<file path="src/rtl/dcache_refill_ctrl.sv">
// Data-cache refill controller: optional dirty-line writeback, then a line read and a fill
// back to the cache. At most one memory transaction is in flight; protocol faults and timeouts raise a sticky error.
package dcache_refill_pkg;
  typedef logic [31:0] bus32_t;
  localparam int unsigned LINE_W = 128;
endpackage

module dcache_refill_ctrl
  import dcache_refill_pkg::*;
#(
  parameter int unsigned TIMEOUT = 64
) (
  input  logic              clk_i,
  input  logic              rst_i,
  input  logic              miss_valid_i,
  output logic              miss_ready_o,
  input  bus32_t            miss_addr_i,
  input  logic              evict_valid_i,
  input  bus32_t            evict_addr_i,
  input  logic [LINE_W-1:0] evict_data_i,
  output logic              fill_valid_o,
  input  logic              fill_ready_i,
  output bus32_t            fill_addr_o,
  output logic [LINE_W-1:0] fill_data_o,
  output logic              mem_req_valid_o,
  input  logic              mem_req_ready_i,
  output bus32_t            mem_addr_o,
  output logic              mem_we_o,
  output logic [LINE_W-1:0] mem_data_wr_o,
  input  logic              mem_rsp_valid_i,
  output logic              mem_rsp_ready_o,
  input  bus32_t            mem_rsp_addr_i,
  input  logic [LINE_W-1:0] mem_data_line_i,
  output logic              busy_o,
  output logic              err_o
);

  localparam int unsigned CNT_W      = $clog2(TIMEOUT + 1);
  localparam bus32_t      ALIGN_MASK = 32'hFFFF_FFF0;

  typedef enum logic [2:0] {IDLE, WB_REQ, WB_RSP, RD_REQ, RD_RSP, FILL} state_e;

  state_e            state_q, state_d;
  logic [CNT_W-1:0]  cnt_q, cnt_d;
  logic              err_d, post_rst_q;
  bus32_t            miss_addr_q, miss_addr_d, evict_addr_q, evict_addr_d;
  logic [LINE_W-1:0] evict_data_q, evict_data_d, fill_data_d;
  logic              rsp_state, rsp_match;
  logic              busy_d, miss_ready_d, req_valid_d, we_d, rsp_ready_d, fill_valid_d;
  bus32_t            mem_addr_d, fill_addr_d;
  logic [LINE_W-1:0] mem_data_d;

  // Next state, captured line info and the next value of every registered output
  always_comb begin
    state_d      = state_q;
    cnt_d        = cnt_q;
    err_d        = err_o;
    miss_addr_d  = miss_addr_q;
    evict_addr_d = evict_addr_q;
    evict_data_d = evict_data_q;
    fill_data_d  = fill_data_o;
    rsp_state    = (state_q == WB_RSP) || (state_q == RD_RSP);
    rsp_match    = mem_rsp_valid_i &&
                   (mem_rsp_addr_i == ((state_q == WB_RSP) ? evict_addr_q : miss_addr_q));

    case (state_q)
      IDLE: begin
        if (miss_valid_i && miss_ready_o) begin
          miss_addr_d  = miss_addr_i & ALIGN_MASK;
          evict_addr_d = evict_addr_i & ALIGN_MASK;
          evict_data_d = evict_data_i;
          state_d      = evict_valid_i ? WB_REQ : RD_REQ;
        end
      end
      WB_REQ: begin
        if (mem_req_ready_i) begin
          state_d = WB_RSP;
          cnt_d   = '0;
        end
      end
      RD_REQ: begin
        if (mem_req_ready_i) begin
          state_d = RD_RSP;
          cnt_d   = '0;
        end
      end
      WB_RSP, RD_RSP: begin
        if (rsp_match) begin
          if (state_q == RD_RSP) begin
            fill_data_d = mem_data_line_i;
            state_d     = FILL;
          end else begin
            state_d = RD_REQ;
          end
        end else begin
          // A stray address is dropped but still counts as a protocol fault
          if (mem_rsp_valid_i) err_d = 1'b1;
          if (cnt_q == CNT_W'(TIMEOUT - 1)) begin
            err_d   = 1'b1;
            state_d = IDLE;
          end else begin
            cnt_d = cnt_q + CNT_W'(1);
          end
        end
      end
      FILL: begin
        if (fill_ready_i) state_d = IDLE;
      end
      default: state_d = IDLE;
    endcase

    // Unsolicited responses fault, except a leftover one right after reset
    if (mem_rsp_valid_i && !rsp_state && !post_rst_q) err_d = 1'b1;

    busy_d       = (state_d != IDLE);
    miss_ready_d = (state_d == IDLE) && !err_d;
    req_valid_d  = (state_d == WB_REQ) || (state_d == RD_REQ);
    we_d         = (state_d == WB_REQ);
    mem_addr_d   = '0;
    mem_data_d   = '0;
    if (state_d == WB_REQ) begin
      mem_addr_d = evict_addr_d;
      mem_data_d = evict_data_d;
    end else if (state_d == RD_REQ) begin
      mem_addr_d = miss_addr_d;
    end
    rsp_ready_d  = (state_d == WB_RSP) || (state_d == RD_RSP);
    fill_valid_d = (state_d == FILL);
    fill_addr_d  = (state_d == FILL) ? miss_addr_d : '0;
  end

  // State and output registers
  always_ff @(posedge clk_i) begin
    if (rst_i) begin
      state_q         <= IDLE;
      cnt_q           <= '0;
      err_o           <= 1'b0;
      post_rst_q      <= 1'b1;
      miss_addr_q     <= '0;
      evict_addr_q    <= '0;
      evict_data_q    <= '0;
      fill_data_o     <= '0;
      busy_o          <= 1'b0;
      miss_ready_o    <= 1'b1;
      mem_req_valid_o <= 1'b0;
      mem_we_o        <= 1'b0;
      mem_addr_o      <= '0;
      mem_data_wr_o   <= '0;
      mem_rsp_ready_o <= 1'b0;
      fill_valid_o    <= 1'b0;
      fill_addr_o     <= '0;
    end else begin
      state_q         <= state_d;
      cnt_q           <= cnt_d;
      err_o           <= err_d;
      post_rst_q      <= 1'b0;
      miss_addr_q     <= miss_addr_d;
      evict_addr_q    <= evict_addr_d;
      evict_data_q    <= evict_data_d;
      fill_data_o     <= fill_data_d;
      busy_o          <= busy_d;
      miss_ready_o    <= miss_ready_d;
      mem_req_valid_o <= req_valid_d;
      mem_we_o        <= we_d;
      mem_addr_o      <= mem_addr_d;
      mem_data_wr_o   <= mem_data_d;
      mem_rsp_ready_o <= rsp_ready_d;
      fill_valid_o    <= fill_valid_d;
      fill_addr_o     <= fill_addr_d;
    end
  end

endmodule
</file>
<file path="config.mk">
export PLATFORM = sky130hd
export DESIGN_NAME = dcache_refill_ctrl
export DESIGN_NICKNAME = d
export VERILOG_FILES = /design/src/rtl/dcache_refill_ctrl.sv
export SDC_FILE = /design/constraint.sdc
export NUM_CORES = 1
export LEC_CHECK = 0
export ABC_AREA = 1
export BUFFER_PORTS_ARGS = -buffer_cell sky130_fd_sc_hd__buf_2
export CORE_AREA = 8 8 264 266
export CTS_BUF_LIST = sky130_fd_sc_hd__clkbuf_4
export CTS_CLUSTER_SIZE = 40
export DETAILED_ROUTE_END_ITERATION = 6
export DIE_AREA = 0 0 272 274
export PLACE_DENSITY = 0.54
export RECOVER_POWER = 25
export REMOVE_ABC_BUFFERS = 1
export SLEW_MARGIN = 20
export SYNTH_ARGS = -nofsm -noshare
export SYNTH_HDL_FRONTEND = slang
export SYNTH_SLANG_ARGS = --single-unit
</file>
<file path="constraint.sdc">
create_clock -name clk_i -period 4.25 [get_ports clk_i]
set_input_delay 0.425 -clock clk_i [delete_from_list [all_inputs] [get_ports clk_i]]
set_output_delay 0.425 -clock clk_i [all_outputs]
set_load 0.1 [all_outputs]
</file>
[Yosys cells after proc, flatten, opt, wreduce, memory -nomap -nowiden]
Cells that the tools add are included.
Storage, ports and cells
  register bits after elaboration: 530
  latch bits: 0
  RAM bits: 0
  bits in read-only memories: 0
  bits of input ports: 359
  output and inout bits: 327
  memories: 0
Operators by class
  $add $sub $neg: 1
  multiply operators: 0
  divide/modulo/power cells: 0
  magnitude comparators: 0
  equality and inequality tests: 15
  shifts and indexed selects: 0
  mux-type cells: 28
  bitwise logic cells: 2
  reductions and logical operators: 21
Operators with widths (count)
  $mux 128: 2
  $mux 32: 7
  $eq 32x32->1: 1
  $mux 3: 7
  $mux 7: 3
  $pmux 3 s5: 1
  $pmux 7 s2: 1
  $eq 3x2->1 const B: 4
  $eq 3x3->1 const B: 4
  $reduce_or 2->1: 4
  $add 7x1->7 const B: 1
  $eq 7x6->1 const B: 1
  $eq 3x1->1 const B: 2
  $logic_not 3->1: 2
  $mux 1: 6
  $logic_and 1x1->1: 5
  $ne 2x2->1 const B: 2
  $reduce_and 4->1: 1
  $logic_not 1->1: 3
  $logic_or 1x1->1: 3
  $reduce_and 3->1: 1
  $reduce_bool 3->1: 1
  $mux 2: 1
  $ne 2x1->1 const B: 1
  other kinds (2): 3

[Depth between registers and ports, before layout]
  word-level depth: 9
  gate-level depth with buffers: 22
  gate-level depth less buffers: 19

[Worst setup path after synthesis]
Ideal clock, no wire load.
  kind: reg2reg
  start: register state_q[1]
  end: register mem_data_wr_o[100]
  arrival: 2.389 ns
  path slack: 1.800 ns
  stages on the path, launching flop included: 21
  path buffers: 4
  period minus slack after synthesis: 2.450 ns
  cells stage by stage: dfxtp_1 buf_6 inv_4 nor3_4 buf_6 nand2_2 nand3_1 nand2_1 nor2_1 nand2_1 nor2_1 nand3_1 nor2_2 nor2_1 nand2_1 nand2_2 nor2_8 nand2_4 buf_12 buf_12 nor2_4
On the way
  word-level cells in the longest chain between the ends: 9
  elaborated cells between the ends (all ways): 22
  those cells by class: eq/ne: 7; mux: 10; bitwise: 1; reduce/logical: 4
Ends and longest elaborated chain
  start, declared: RTL line 43  | state_e state_q, state_d;
  start signal, assigned: RTL line 153  | state_q <= state_d;
  $eq 3x2->1: RTL line 64, 66
  $mux 32: RTL line 64  | (mem_rsp_addr_i == ((state_q == WB_RSP) ? evict_addr_q : miss_addr_q));
  $eq 32x32->1: RTL line 64
  $logic_and 1x1->1: RTL line 63  | rsp_match = mem_rsp_valid_i &&
  $mux 3: RTL line 88  | if (rsp_match) begin
  $pmux 3 s5: RTL line 66  | case (state_q)
  $eq 3x1->1: RTL line 121  | if (state_d == WB_REQ) begin
  $not 1->1 (no source line)
  $reduce_or 2->1 (no source line)
  end signal, assigned: RTL line 166  | mem_data_wr_o <= mem_data_d;
  end, declared: RTL line 29  | output logic [LINE_W-1:0] mem_data_wr_o,
Several ways; a longest one is shown, not always the timed one.
A chain may end at the register's enable or synchronous reset.

[Final worst setup path]
  start: register state_q[1]
  end: register mem_addr_o[16]
On the way
  word-level cells in the longest chain between the ends: 9
  elaborated cells between the ends (all ways): 24
  those cells by class: eq/ne: 8; mux: 13; reduce/logical: 3
Ends and longest elaborated chain
  $eq 3x2->1: RTL line 64, 66
  $mux 32: RTL line 64
  $eq 32x32->1: RTL line 64
  $logic_and 1x1->1: RTL line 63
  $mux 3: RTL line 88
  $pmux 3 s5: RTL line 66
  $eq 3x2->1: RTL line 124  | end else if (state_d == RD_REQ) begin
  $mux 32: RTL line 124
  $mux 32 *: RTL line 121
  end signal, assigned: RTL line 165  | mem_addr_o <= mem_addr_d;
  end, declared: RTL line 27  | output bus32_t mem_addr_o,
Every way passes the cells marked *; elsewhere a longest branch is shown, timed or not.

==> metrics <==
VDD IR max 0.297 mV; Reg area 10600 um^2; CP Capture Point mem_addr_o[16]$_SDFF_PP0_; final net count 3921; final worst slack 563 ps; H-tree depth 4; DR DRC count 0; multi-input logic area 7340 um^2; final core occ 44.6%; first-pass GRT wire length 115000 um; Clock Skew 71.7 ps; core area 65300 um^2; outcome finished, violations left; Hold/Removal Path Class input port to flop; CTS tree yes; WL per Instance 16.9 um; Relative slew margins -36.2%; Fillers 6700; # hold bufs at CTS 318; failing checks capacitance limit, slew limit; fin crit share 86.7%; RSZ-0062 raised after global routing no; FP Rows 94; Post-Route Setup TNS 0 ps; Clock Sinks 530; DIE AREA 74500 um^2; FF-to-FF setup slack 560 ps; met3 Track Usage GR 8.15%; final max-slew violation count 38; endpoints failing setup 0; Post-Syn Instances 2523; Worst-Skew Late Latency 940 ps; leakage 13.2 nW; layer with the highest usage met2; CP Capture Type flop; vias per cell 4.35; initial DRC count 996; Post CTS Setup Buffer Count 0; Clock Pin Slew Worst Setup and Hold Paths 70 ps; Total GRT Usage 19.9%; yosys warns 0; syn avg cell area 7.98 um^2; critical-path cell list nor2_1 > inv_1 > nor2_1 > nand3_1 > clkbuf_4 > o21ai_0 > nor2_1 > nand2_1 > nand2_1; WP data required 5040 ps; pre-CTS setup slack 691 ps; Placer Congestion 0.879; post-CTS resize count 0; worst reg2reg startpoint state_q[1]$_SDFF_PP0_; max frequency 0.271 GHz; starting density of the core 30.8%; crit path kind flop to flop; Post-Route WL 77100 um; layout cells sized above 1 24.6%; crit-path max cell delay 920 ps; gr ovfl total 0; worst r2r dst mem_addr_o[16]$_SDFF_PP0_; Cell Area, Synth 20100 um^2; Vias 19787; #FFs+latches synth 530; crit-path max FO 103; Root Buffer clkbuf_4; Pwr per Cell Area 443 nW/um^2; DP HPWL 54800 um; Netlist cell types 37; post-layout min period 3690 ps; die span in x 272 um; crit path from state_q[1]$_SDFF_PP0_; FF-to-FF path depth 9; worst endpoint data arrival time 4480 ps; IO Port Bufs 677; first drt pass iteration count 7; number of CTS-inserted buffers 148; DIE HEIGHT 274 um; Bufs on Longest Clock Path 3; Slew @ Worst Pin 2040 ps; register area share after synthesis 52.7%; max cap viols 1; Setup crit start kind flop; number of global-route vias before repair 19740; Routed Antenna Nets 0; GR Layer Usage met1 22.7%; number of antenna violations at the first check in global routing 22; largest net degree at the start of global routing 162; Layout area overhead 44.7%; Final Hold Fails 0; GR Layer Usage met2 32.6%; Ports 686; most used cell along the critical path nor2_1; slowest cell on the critical path clkbuf_4
## cell type report
type / count / area share, %
Clock inverter: 40 / 0.915
Timing Repair Buffer: 1027 / 23.1
Inverter: 381 / 4.95
Sequential cell: 530 / 36.4
Antenna cell: 22 / 0.189
Tap cell: 864 / 3.71
Clock buffer: 216 / 5.57
Multi-Input combinational cell: 1473 / 25.2
## flip-flops by register name, summed over array words and instances, names as in the netlist, 3 cells and up
| signal | flops |
|---|---|
| evict_data_q | 128 |
| fill_data_o | 128 |
| mem_data_wr_o | 128 |
| evict_addr_q | 32 |
| fill_addr_o | 32 |
| mem_addr_o | 32 |
| miss_addr_q | 32 |
| cnt_q | 7 |
| state_q | 3 |
## logic make-up (layout without fill, tap and decap cells)
group / after synthesis / in the layout / share of synthesized area, %
AOI/OAI and AO/OA: 442 / 442 / 11.3
xor gates and xnor gates: 5 / 5 / 0.218
adders and majority gates: 1 / 1 / 0.0621
buffers and inverters: 520 / 1664 / 10.9
DFF: 530 / 530 / 52.7
muxes: 12 / 12 / 0.597
other: 0 / 22 / 0
and+or+nand+nor: 1013 / 1013 / 24.2
## cell usage after synthesis, drive strengths merged
master	number	share of area, %
dfxtp	530	53
or2	1	0.031
nor4	1	0.031
a21oi	138	3.4
nor2	541	14
mux2i	12	0.60
ha	1	0.062
xor2	5	0.22
inv	381	7.1
buf	33	1.8
nor3	10	0.30
nand4	12	0.37
and2	9	0.28
a21boi	1	0.037
clkbuf	106	2.0
nand3	96	2.5
nand3b	12	0.45
a211oi	2	0.075
o21a	19	0.71
o21ai	280	7.0
o211ai	1	0.037
o2111ai	1	0.044
nand2	331	6.3
## worst min path at each step
stage	from	to	cells past startpoint
global route	evict_data_i[9]	evict_data_q[9]$_SDFF_PP0_	4
floorplan	miss_addr_q[0]$_SDFF_PP0_	fill_addr_o[0]$_SDFF_PP0_	2
CTS	evict_valid_i	miss_ready_o$_SDFF_PP1_	7
finish	evict_valid_i	miss_ready_o$_SDFF_PP1_	7
detailed placement	fill_data_o[35]$_SDFFE_PP0P_	fill_data_o[35]$_SDFFE_PP0P_	2
global placement	fill_data_o[113]$_SDFFE_PP0P_	fill_data_o[113]$_SDFFE_PP0P_	2
## placed cells by master, fill, tap and decap left out, types with 3 or more instances in the layout
cell / n
o21ai_0: 279
nand3_1: 93
clkbuf_4: 217
nor3_1: 9
nand3b_1: 12
buf_2: 513
xor2_1: 5
nor2_4: 102
nand2_2: 7
nand2_1: 323
and2_1: 9
nor2_1: 437
diode_2: 22
clkbuf_1: 164
o21a_1: 19
inv_6: 8
inv_2: 3
mux2i_1: 12
buf_12: 9
inv_1: 375
nand4_1: 12
dlygate4sd3_1: 318
clkinv_1: 23
buf_4: 21
a21oi_1: 138
dfxtp_1: 530
clkinv_2: 3
clkinv_4: 3
## stage by stage
stage | std cells | instance area, um^2 | hold slack, ps | total power, W
floorplan | 2384 | 19400 | 440 | 0.00740
global placement | 3957 | 24200 | 430 | 0.00809
detailed placement | 3957 | 24200 | 433 | 0.00810
CTS | 4531 | 29300 | 47.0 | 0.0131
global route | 4547 | 29100 | 180 | 0.0137
finish | 4553 | 29100 | 205 | 0.0129
## where the power goes
part           switching [W]  internal, W
Clock                0.00221      0.00247
Combinational        0.00204     0.000787
Sequential         0.0000939      0.00529
Total                0.00435      0.00855
## metal layers
| layer | share of wire (%) | wire length (um) |
|---|---|---|
| met4 | 3.2 | 2490 |
| met5 | 0.013 | 10 |
| met2 | 46 | 35800 |
| met3 | 8.9 | 6890 |
| met1 | 41 | 31900 |
## worst max-delay path, delay by kind of cell (launching register included)
family	cells	cell delay, ps
flops	1	410
compound gates	1	690
simple gates	6	1320
buf+inv	2	990
Note: power is estimated with default switching activity, not from simulation.
